$ cat src/rtl/sar_pkg.sv
// Shared types and constants for the successive-approximation search controller.
package sar_pkg;

  typedef enum logic [1:0] {
    ST_IDLE   = 2'd0,
    ST_DRIVE  = 2'd1,
    ST_SAMPLE = 2'd2,
    ST_DONE   = 2'd3
  } state_t;

  // Comparator response packed as {eq, lt, gt}.
  localparam logic [2:0] CMP_EQ = 3'b100;
  localparam logic [2:0] CMP_LT = 3'b010;
  localparam logic [2:0] CMP_GT = 3'b001;

  function automatic logic cmp_valid(input logic [2:0] code);
    return (code == CMP_EQ) || (code == CMP_LT) || (code == CMP_GT);
  endfunction

endpackage

$ cat src/rtl/sar_search_ctrl_if.sv
// Comparator/result bundle between the search controller (master) and its user/comparator (slave).
interface sar_search_ctrl_if #(
  parameter int WIDTH = 4
);

  logic             start;
  logic             cmp_eq;
  logic             cmp_lt;
  logic             cmp_gt;
  logic [WIDTH-1:0] probe;
  logic             busy;
  logic             done;
  logic [WIDTH-1:0] result;
  logic             found;
  logic             err;

  modport master (
    input  start, cmp_eq, cmp_lt, cmp_gt,
    output probe, busy, done, result, found, err
  );

  modport slave (
    output start, cmp_eq, cmp_lt, cmp_gt,
    input  probe, busy, done, result, found, err
  );

endinterface

$ cat src/rtl/sar_bit_ctr.sv
// Bit pointer (MSB-first) and probe settle counter for the SAR search controller.
module sar_bit_ctr #(
  parameter int WIDTH  = 4,
  parameter int SETTLE = 1,
  localparam int KW    = (WIDTH > 1) ? $clog2(WIDTH) : 1,
  localparam int CW    = (SETTLE > 1) ? $clog2(SETTLE) : 1
) (
  input  logic          clk,
  input  logic          rst_n,
  input  logic          load,
  input  logic          step,
  input  logic          settle_en,
  output logic [KW-1:0] k,
  output logic          last_bit,
  output logic          settle_done
);

  logic [KW-1:0] k_r;
  logic [CW-1:0] cnt_r;

  // Bit pointer reload/decrement and settle counting; counter restarts whenever DRIVE is left.
  always_ff @(posedge clk) begin
    if (!rst_n) begin
      k_r   <= KW'(0);
      cnt_r <= CW'(0);
    end else begin
      if (load) begin
        k_r <= KW'(WIDTH - 1);
      end else if (step) begin
        k_r <= k_r - KW'(1);
      end else begin
        k_r <= k_r;
      end
      if (settle_en && !settle_done) begin
        cnt_r <= cnt_r + CW'(1);
      end else begin
        cnt_r <= CW'(0);
      end
    end
  end

  // Status decode.
  always_comb begin
    k           = k_r;
    last_bit    = (k_r == KW'(0));
    settle_done = (cnt_r == CW'(SETTLE - 1));
  end

endmodule

$ cat src/rtl/sar_search_ctrl.sv
// SAR search controller: binary-searches a hidden target through an external comparator.
// Optional build macro SAR_EARLY_EXIT_EN finishes the search as soon as the comparator reports equality.
module sar_search_ctrl
  import sar_pkg::*;
#(
  parameter int WIDTH  = 4,
  parameter int SETTLE = 1
) (
  input  logic               clk,
  input  logic               rst_n,
  sar_search_ctrl_if.master  bus
);

  localparam int KW = (WIDTH > 1) ? $clog2(WIDTH) : 1;

  state_t           state_r;
  state_t           state_nxt_s;
  logic [WIDTH-1:0] probe_r;
  logic [WIDTH-1:0] result_r;
  logic             found_r;
  logic             err_r;
  logic [2:0]       cmp_s;
  logic             code_ok_s;
  logic             early_s;
  logic [WIDTH-1:0] probe_upd_s;
  logic [WIDTH-1:0] probe_set_s;
  logic [KW-1:0]    k_s;
  logic             last_bit_s;
  logic             settle_done_s;
  logic             load_s;
  logic             step_s;
  logic             settle_en_s;

  assign cmp_s     = {bus.cmp_eq, bus.cmp_lt, bus.cmp_gt};
  assign code_ok_s = cmp_valid(cmp_s);
`ifdef SAR_EARLY_EXIT_EN
  assign early_s   = (cmp_s == CMP_EQ);
`else
  assign early_s   = 1'b0;
`endif

  assign load_s      = (state_r == ST_IDLE) && bus.start;
  assign step_s      = (state_r == ST_SAMPLE) && code_ok_s && !early_s && !last_bit_s;
  assign settle_en_s = (state_r == ST_DRIVE);

  sar_bit_ctr #(
    .WIDTH  (WIDTH),
    .SETTLE (SETTLE)
  ) u_bit_ctr (
    .clk         (clk),
    .rst_n       (rst_n),
    .load        (load_s),
    .step        (step_s),
    .settle_en   (settle_en_s),
    .k           (k_s),
    .last_bit    (last_bit_s),
    .settle_done (settle_done_s)
  );

  // State register.
  always_ff @(posedge clk) begin
    if (!rst_n) begin
      state_r <= ST_IDLE;
    end else begin
      state_r <= state_nxt_s;
    end
  end

  // Next-state decode.
  always_comb begin
    state_nxt_s = state_r;
    case (state_r)
      ST_IDLE:   state_nxt_s = bus.start ? ST_DRIVE : ST_IDLE;
      ST_DRIVE:  state_nxt_s = settle_done_s ? ST_SAMPLE : ST_DRIVE;
      ST_SAMPLE: state_nxt_s = (!code_ok_s || early_s || last_bit_s) ? ST_DONE : ST_DRIVE;
      ST_DONE:   state_nxt_s = ST_IDLE;
      default:   state_nxt_s = ST_IDLE;
    endcase
  end

  // Trial update: resolve bit k from the comparator (eq keeps the bit), then arm bit k-1.
  always_comb begin
    probe_upd_s      = probe_r;
    probe_upd_s[k_s] = (cmp_s != CMP_LT);
    probe_set_s      = probe_upd_s;
    if (!last_bit_s) begin
      probe_set_s[k_s - KW'(1)] = 1'b1;
    end else begin
      probe_set_s = probe_upd_s;
    end
  end

  // Probe/result/status registers.
  always_ff @(posedge clk) begin
    if (!rst_n) begin
      probe_r  <= '0;
      result_r <= '0;
      found_r  <= 1'b0;
      err_r    <= 1'b0;
    end else begin
      case (state_r)
        ST_IDLE: begin
          if (bus.start) begin
            probe_r <= {1'b1, {(WIDTH-1){1'b0}}};
            found_r <= 1'b0;
            err_r   <= 1'b0;
          end
        end
        ST_SAMPLE: begin
          if (!code_ok_s) begin
            err_r    <= 1'b1;
            found_r  <= 1'b0;
            result_r <= probe_r;
          end else if (early_s) begin
            result_r <= probe_r;
            found_r  <= 1'b1;
          end else if (last_bit_s) begin
            probe_r  <= probe_upd_s;
            result_r <= probe_upd_s;
            found_r  <= 1'b1;
          end else begin
            probe_r  <= probe_set_s;
          end
        end
        default: begin
          probe_r <= probe_r;
        end
      endcase
    end
  end

  // Output decode; busy/done derive directly from the state register.
  always_comb begin
    bus.probe  = probe_r;
    bus.result = result_r;
    bus.found  = found_r;
    bus.err    = err_r;
    bus.busy   = 1'b0;
    bus.done   = 1'b0;
    case (state_r)
      ST_DRIVE:  bus.busy = 1'b1;
      ST_SAMPLE: bus.busy = 1'b1;
      ST_DONE:   bus.done = 1'b1;
      default:   bus.busy = 1'b0;
    endcase
  end

endmodule

$ cat src/flat_wrapper.sv
// flat-port wrapper written by rule: the top's interface ports become plain ports
module sar_search_ctrl_flat import sar_pkg::*;
#(
  parameter int WIDTH  = 4,
  parameter int SETTLE = 1
)
  (clk, rst_n, bus_start, bus_cmp_eq, bus_cmp_lt, bus_cmp_gt, bus_probe, bus_busy, bus_done, bus_result, bus_found, bus_err);
  sar_search_ctrl_if #(.WIDTH(WIDTH)) bus_i ();
  input  logic clk;
  input  logic rst_n;
  input wire logic [$bits(bus_i.start)-1:0] bus_start;
  input wire logic [$bits(bus_i.cmp_eq)-1:0] bus_cmp_eq;
  input wire logic [$bits(bus_i.cmp_lt)-1:0] bus_cmp_lt;
  input wire logic [$bits(bus_i.cmp_gt)-1:0] bus_cmp_gt;
  output wire logic [$bits(bus_i.probe)-1:0] bus_probe;
  output wire logic [$bits(bus_i.busy)-1:0] bus_busy;
  output wire logic [$bits(bus_i.done)-1:0] bus_done;
  output wire logic [$bits(bus_i.result)-1:0] bus_result;
  output wire logic [$bits(bus_i.found)-1:0] bus_found;
  output wire logic [$bits(bus_i.err)-1:0] bus_err;
  assign bus_i.start = bus_start;
  assign bus_i.cmp_eq = bus_cmp_eq;
  assign bus_i.cmp_lt = bus_cmp_lt;
  assign bus_i.cmp_gt = bus_cmp_gt;
  assign bus_probe = bus_i.probe;
  assign bus_busy = bus_i.busy;
  assign bus_done = bus_i.done;
  assign bus_result = bus_i.result;
  assign bus_found = bus_i.found;
  assign bus_err = bus_i.err;
  sar_search_ctrl #(.WIDTH(WIDTH), .SETTLE(SETTLE)) u_core (.clk(clk), .rst_n(rst_n), .bus(bus_i));
endmodule
$ cat config.mk
export PLATFORM = sky130hd
export DESIGN_NAME = sar_search_ctrl_flat
export DESIGN_NICKNAME = d
export VERILOG_FILES = /design/src/rtl/sar_pkg.sv /design/src/rtl/sar_search_ctrl_if.sv /design/src/rtl/sar_bit_ctr.sv /design/src/rtl/sar_search_ctrl.sv /design/src/flat_wrapper.sv
export SDC_FILE = /design/constraint.sdc
export NUM_CORES = 1
export LEC_CHECK = 0
export CAP_MARGIN = 10
export CORE_ASPECT_RATIO = 1.2
export CORE_MARGIN = 4
export CORE_UTILIZATION = 23
export DETAILED_ROUTE_END_ITERATION = 7
export GPL_TIMING_DRIVEN = 0
export SYNTH_ARGS = -nofsm -noshare
export SYNTH_HDL_FRONTEND = slang
export SYNTH_HIERARCHICAL = 1
export SYNTH_SLANG_ARGS = --single-unit
$ cat constraint.sdc
create_clock -name clk -period 2.8 [get_ports clk]
set_input_delay 0.56 -clock clk [delete_from_list [all_inputs] [get_ports clk]]
set_output_delay 0.56 -clock clk [all_outputs]
set_load 0.1 [all_outputs]
; Yosys cells after proc, flatten, opt, wreduce, memory -nomap -nowiden
; Cells that the tools add are included.
[word_totals]
reg_bits = 15
out_inout_bits = 12
wordCells = 72
[op_classes]
n_addsub = 2
magnitude_cmp = 4
eq_ne = 12
muxes = 25
bitwise = 1
reduce_logical = 21
[op_table]
columns = cell, n
row1 = 2-to-1 mux 4 bit, 5
row2 = 2-to-1 mux 1 bit, 9
row3 = AND reduction 3 bit, 3
row4 = 2-to-1 mux 2 bit, 4
row5 = case mux 2 bit (4 select lines), 1
row6 = case mux 4 bit (2 select lines), 1
row7 = logical AND 1 bit, 6
row8 = < comparator 2 x 3 -> 1 bit (second input constant), 2
row9 = != test 2 bit (second input constant), 3
row10 = bitwise mux 4 bit, 1
row11 = demux 1 bit (select 2 bit), 2
row12 = == test 2 bit (second input constant), 2
row13 = >= comparator 2 x 1 -> 1 bit (second input constant), 2
row14 = zero test 2 bit, 2
row15 = bitwise OR 4 bit, 1
row16 = case mux 1 bit (2 select lines), 2
row17 = AND reduction 2 bit, 2
row18 = nonzero test 2 bit, 2
row19 = == test 3 x 1 -> 1 bit (second input constant), 1
row20 = == test 3 x 2 -> 1 bit (second input constant), 1
row21 = == test 3 bit (second input constant), 1
row22 = logical OR 1 bit, 3
row23 = != test 3 x 2 -> 1 bit (second input constant), 1
row24 = != test 3 bit (second input constant), 1
row25 = other kinds (6), 7

; Logic depth before layout (Yosys ltp)
; Gate-level depths: netlist of the first run.
[logic_depth]
ltp_word = 9
depth_mapped = 7

; By module
; Netlist of the first run, hierarchy kept.
[by_module_without_submodules]
columns = module, instances, cells_per_inst, area_per_inst_um2, seq_area_each_um2
row1 = sar_search_ctrl, 1, 107, 852.1, 240.2
row2 = sar_bit_ctr, 1, 13, 126.4, 60.1

; Worst setup path before layout of the first run
; Ideal clock, no wire load.
[synth_path]
path_type = register -> output
startpoint = reg u_core.state_r[0]
endpoint = out bus_busy
arrival_ns = 1.246
t_required_ns = 2.240
path_slack_ns = 0.994
stages_incl_launch_ff = 3
path_cell_list = dfxtp_1 > inv_1 > ha_1
[synth_via]
elab_chain_len = 3
elab_cells_between_ends = 4
[synth_rtl]
columns = element, line
row1 = from (decl), sar_search_ctrl.sv:16  ; state_t state_r;
row2 = from (signal assigned), sar_search_ctrl.sv:65  ; state_r <= state_nxt_s;
row3 = == test 2 x 1 -> 1 bit or == test 2 bit (tied branches), sar_search_ctrl.sv:140  ; case (state_r)
row4 = OR reduction 2 bit (no line) (*), --
row5 = 2-to-1 mux 1 bit (*), sar_search_ctrl.sv:140
row6 = to (decl), flat_wrapper.sv:16  ; output wire logic [$bits(bus_i.busy)-1:0] bus_busy;
; Every way passes the cells marked *; elsewhere a longest branch is shown, timed or not.

; Worst setup path after layout of the first run
; Ends and elaborated chain as after synthesis.

==> impl_results.md, run 1 <==
- Outcome: complete, no violations
- Max FO, Critical Path: 3
- Starting DRT DRC Count: 21
- Final Hold Slack: 475 ps
- Resize count post-CTS: 0
- I/O pins: 18
- Sw Pwr: 0.000185 W
- Area grow syn2layout: 27.9%
- Syn avg cell area: 8.15 µm²
- Sw frac: 33.0%
- Residual DRC: 0
- Max Clk Rate: 378 MHz
- Cell Pwr Density: 447 nW/µm²
- Sum of negative setup slack: 0 ps
- DP Wirelength: 1.70 mm
- Register area share after synthesis: 30.7%
- Worst relative slew slack: 34.9%
- Post-DRT Antenna Nets: 0
- Vias in the first global route: 848
- Cell count after synthesis: 120
- Final setup viols: 0
- Peak VDD IR: 165 µV
- #FFs+latches synth: 15
- CTS tree: done
- Distinct cells, synth: 41
- Static Leak: 0.467 nW
- H-tree depth: 1
- Total vias in the final route: 904
- Die Wd: 67.5 µm
- Clk sinks: 15
- Clock Tree Buf Depth: 2
- Row count: 25
- Fin. max-slew vios: 0
- Yosys warnings: 6
- Worst-path clk slew: 60 ps
- DIE AREA: 5370 µm²
- Layout Nets: 153
- Drt via density: 4.66
- Worst hold path type: reg -> reg
- Hold Path Depth: 2
- Worst R2R Path Depth: 6
- CTS buffer count: 3
- Register area: 300 µm²
- Filler cells: 429
- Fin crit share: 94.5%
- CP endpoint kind: primary output
- Cells after DPL: 190
- DR WL/cell: 11.5 µm
- Post-CTS Setup Bufs: 0
- Skew final: 0.625 ps
- Internal power: 0.000374 W
- PortBufs: 16
- Clk Latency, worst-skew pair: 250 ps
- # diodes: 0
- 1st-pass router iterations: 4
- Final Non-Filler Cells: 194
- Critical path startpoint category: flop
- Total Wirelength: 2.22 mm
- Multi-input gate area: 598 µm²
- Initial cell density of the core: 24.2%
- Unrepaired setup endpoints after global routing: false
- Tmin final: 2640 ps
- Clock Root Buffer: clkbuf_8
- Gr usage total: 9.61%
- Worst Setup Path Type: reg -> out
- Antenna violations before repair: 0
- Fin. Hold Viols: 0
- Syn_nets: 132
- Worst-margin pin slew: 974 ps
- Layout cell share with drive strength beyond 1: 11.4%
- First-pass GRT wire length: 3.91 mm
- Area of the mapped netlist: 978 µm²
- Clock power frac: 31.3%
- Worst Path Required: 2240 ps
- Placer congestion estimate: 0.817
- Largest net degree at the start of global routing: 11
- Crit path DAT: 2080 ps
- Core area: 4040 µm²
- Die height: 79.5 µm
- GR Overflow Total: 0
- Gate power share: 27.4%
- Sequential power share: 41.3%
- Hold-fix buffers, CTS: 0
- Max-cap violation count: 0
==> area by class of cell <==
type	count	share of cell area, %
Tap cell	54	5.40
Multi-Input combinational cell	89	47.8
Buffer	7	3.70
Timing Repair Buffer	16	12.8
Clock buffer	4	3.60
Sequential cell	15	24.0
Inverter	9	2.70
==> placed cells by master, fill, tap and decap left out, types with 2 or more instances in the layout <==
| cell | instances |
|---|---|
| nor2b_1 | 3 |
| o211ai_2 | 2 |
| nand2_1 | 13 |
| inv_1 | 8 |
| o21a_1 | 2 |
| a21oi_1 | 10 |
| clkdlybuf4s50_1 | 16 |
| o21ai_0 | 2 |
| ha_1 | 6 |
| buf_6 | 2 |
| nor2_1 | 10 |
| dfxtp_1 | 15 |
| a211oi_1 | 2 |
| o32ai_1 | 4 |
| a31oi_1 | 2 |
| clkbuf_1 | 2 |
| nand2b_1 | 2 |
| clkbuf_8 | 3 |
| buf_2 | 4 |
| or3b_1 | 2 |
| nor3_1 | 2 |
| a31o_1 | 2 |
| nand3_1 | 3 |
| nand3b_1 | 3 |
| a2111oi_0 | 2 |
==> sequential cells by signal (all words and copies together) (netlist names) <==
register                cells
u_core/bus.err              1
u_core/bus.result           4
u_core/u_bit_ctr/k          2
u_core/bus.found            1
u_core/state_r              2
u_core/u_bit_ctr/cnt_r      1
u_core/bus.probe            4
==> per-stage QoR <==
| stage | total power [W] | setup WS (ps) | util (%) | cell area [µm²] |
|---|---|---|---|---|
| floorplan | 0.000353 | 994 | - | 978 |
| detailed placement | 0.000388 | 409 | 29.9 | 1210 |
| global placement | 0.000388 | 417 | 29.9 | 1210 |
| finish | 0.000559 | 155 | 31.0 | 1250 |
| global route | 0.000595 | 75.7 | 31.0 | 1250 |
| CTS | 0.000566 | 133 | 31.0 | 1250 |
==> logic make-up (layout without fill, tap and decap cells) <==
family | count (synthesis) | count (layout) | synth area share (%)
other cells | 1 | 1 | 0.383
compound gates | 37 | 37 | 27.9
buf+inv | 16 | 36 | 8.18
simple gates | 42 | 42 | 21.7
xor+xnor | 3 | 3 | 3.45
flops | 15 | 15 | 30.7
fa+ha+maj | 6 | 6 | 7.67
==> path summary, 6_finish.rpt <==
kind | end | slack, ps | startpoint
max | bus_busy | 160 | u_core/state_r[0]
min | u_core/bus.result[2] | 470 | u_core/bus.result[2]
max reg2reg | u_core/bus.result[0] | 1030 | u_core/u_bit_ctr/k[0]
min reg2reg | u_core/bus.result[2] | 470 | u_core/bus.result[2]
==> cell usage after synthesis <==
master	number	area [µm²]
o311a_2	1	11.3
inv_1	8	30.0
a21oi_1	10	50.1
o22a_1	1	8.76
buf_2	4	20.0
xor2_2	1	16.3
xor2_1	1	8.76
or2_2	1	6.26
nor2b_1	3	18.8
dfxtp_1	15	300
conb_1	1	3.75
o21ai_1	1	5.00
o21a_1	2	15.0
o211ai_2	2	25.0
nand2_2	1	6.26
nor3_1	2	10.0
o21ai_0	2	10.0
buf_6	2	22.5
inv_2	1	3.75
o211ai_1	1	7.51
a221oi_1	1	8.76
a41o_1	1	10.0
o31a_1	1	8.76
xnor2_1	1	8.76
nand3b_1	3	22.5
nand3_1	3	15.0
ha_1	6	75.1
nor2_1	10	37.5
nand2b_1	2	12.5
or3b_1	2	17.5
a21boi_1	1	7.51
a211oi_1	2	15.0
a31oi_1	2	12.5
a21o_1	1	7.51
clkbuf_1	1	3.75
or4b_1	1	10.0
a2111oi_0	2	17.5
o32ai_1	4	35.0
a31o_1	2	17.5
nand2_1	13	48.8
and2b_1	1	7.51
==> power groups by stage <==
| stage | clock (W) | combinational, W | sequential, W |
|---|---|---|---|
| after floorplan | 0 | 0.0000920 | 0.000261 |
| after global placement | 0 | 0.000153 | 0.000236 |
| after detailed placement | 0 | 0.000153 | 0.000235 |
| after CTS | 0.000182 | 0.000153 | 0.000231 |
| after global routing | 0.000194 | 0.000169 | 0.000232 |
| final | 0.000175 | 0.000153 | 0.000231 |
==> per-layer routing <==
metal	wire, µm	global-route usage (%)	vias to the layer above
met5	0	0	-
met4	55	6.09	0
met3	119	2.68	4
met2	1040	14.6	13
met1	1010	11.6	421
li1	-	-	466
==> critical path, stage by stage (launching register included) <==
cell	delay, ps
dfxtp_1	350
inv_1	90
ha_1	280
clkdlybuf4s50_1	1120
Power figures use the tool's default switching activity.
==> run 2: changes to the inputs <==
- SKIP_LAST_GASP: default -> 1
==> results of run 2 <==
Same layout as run 1: the final DEF is identical, and so are final timing and power.
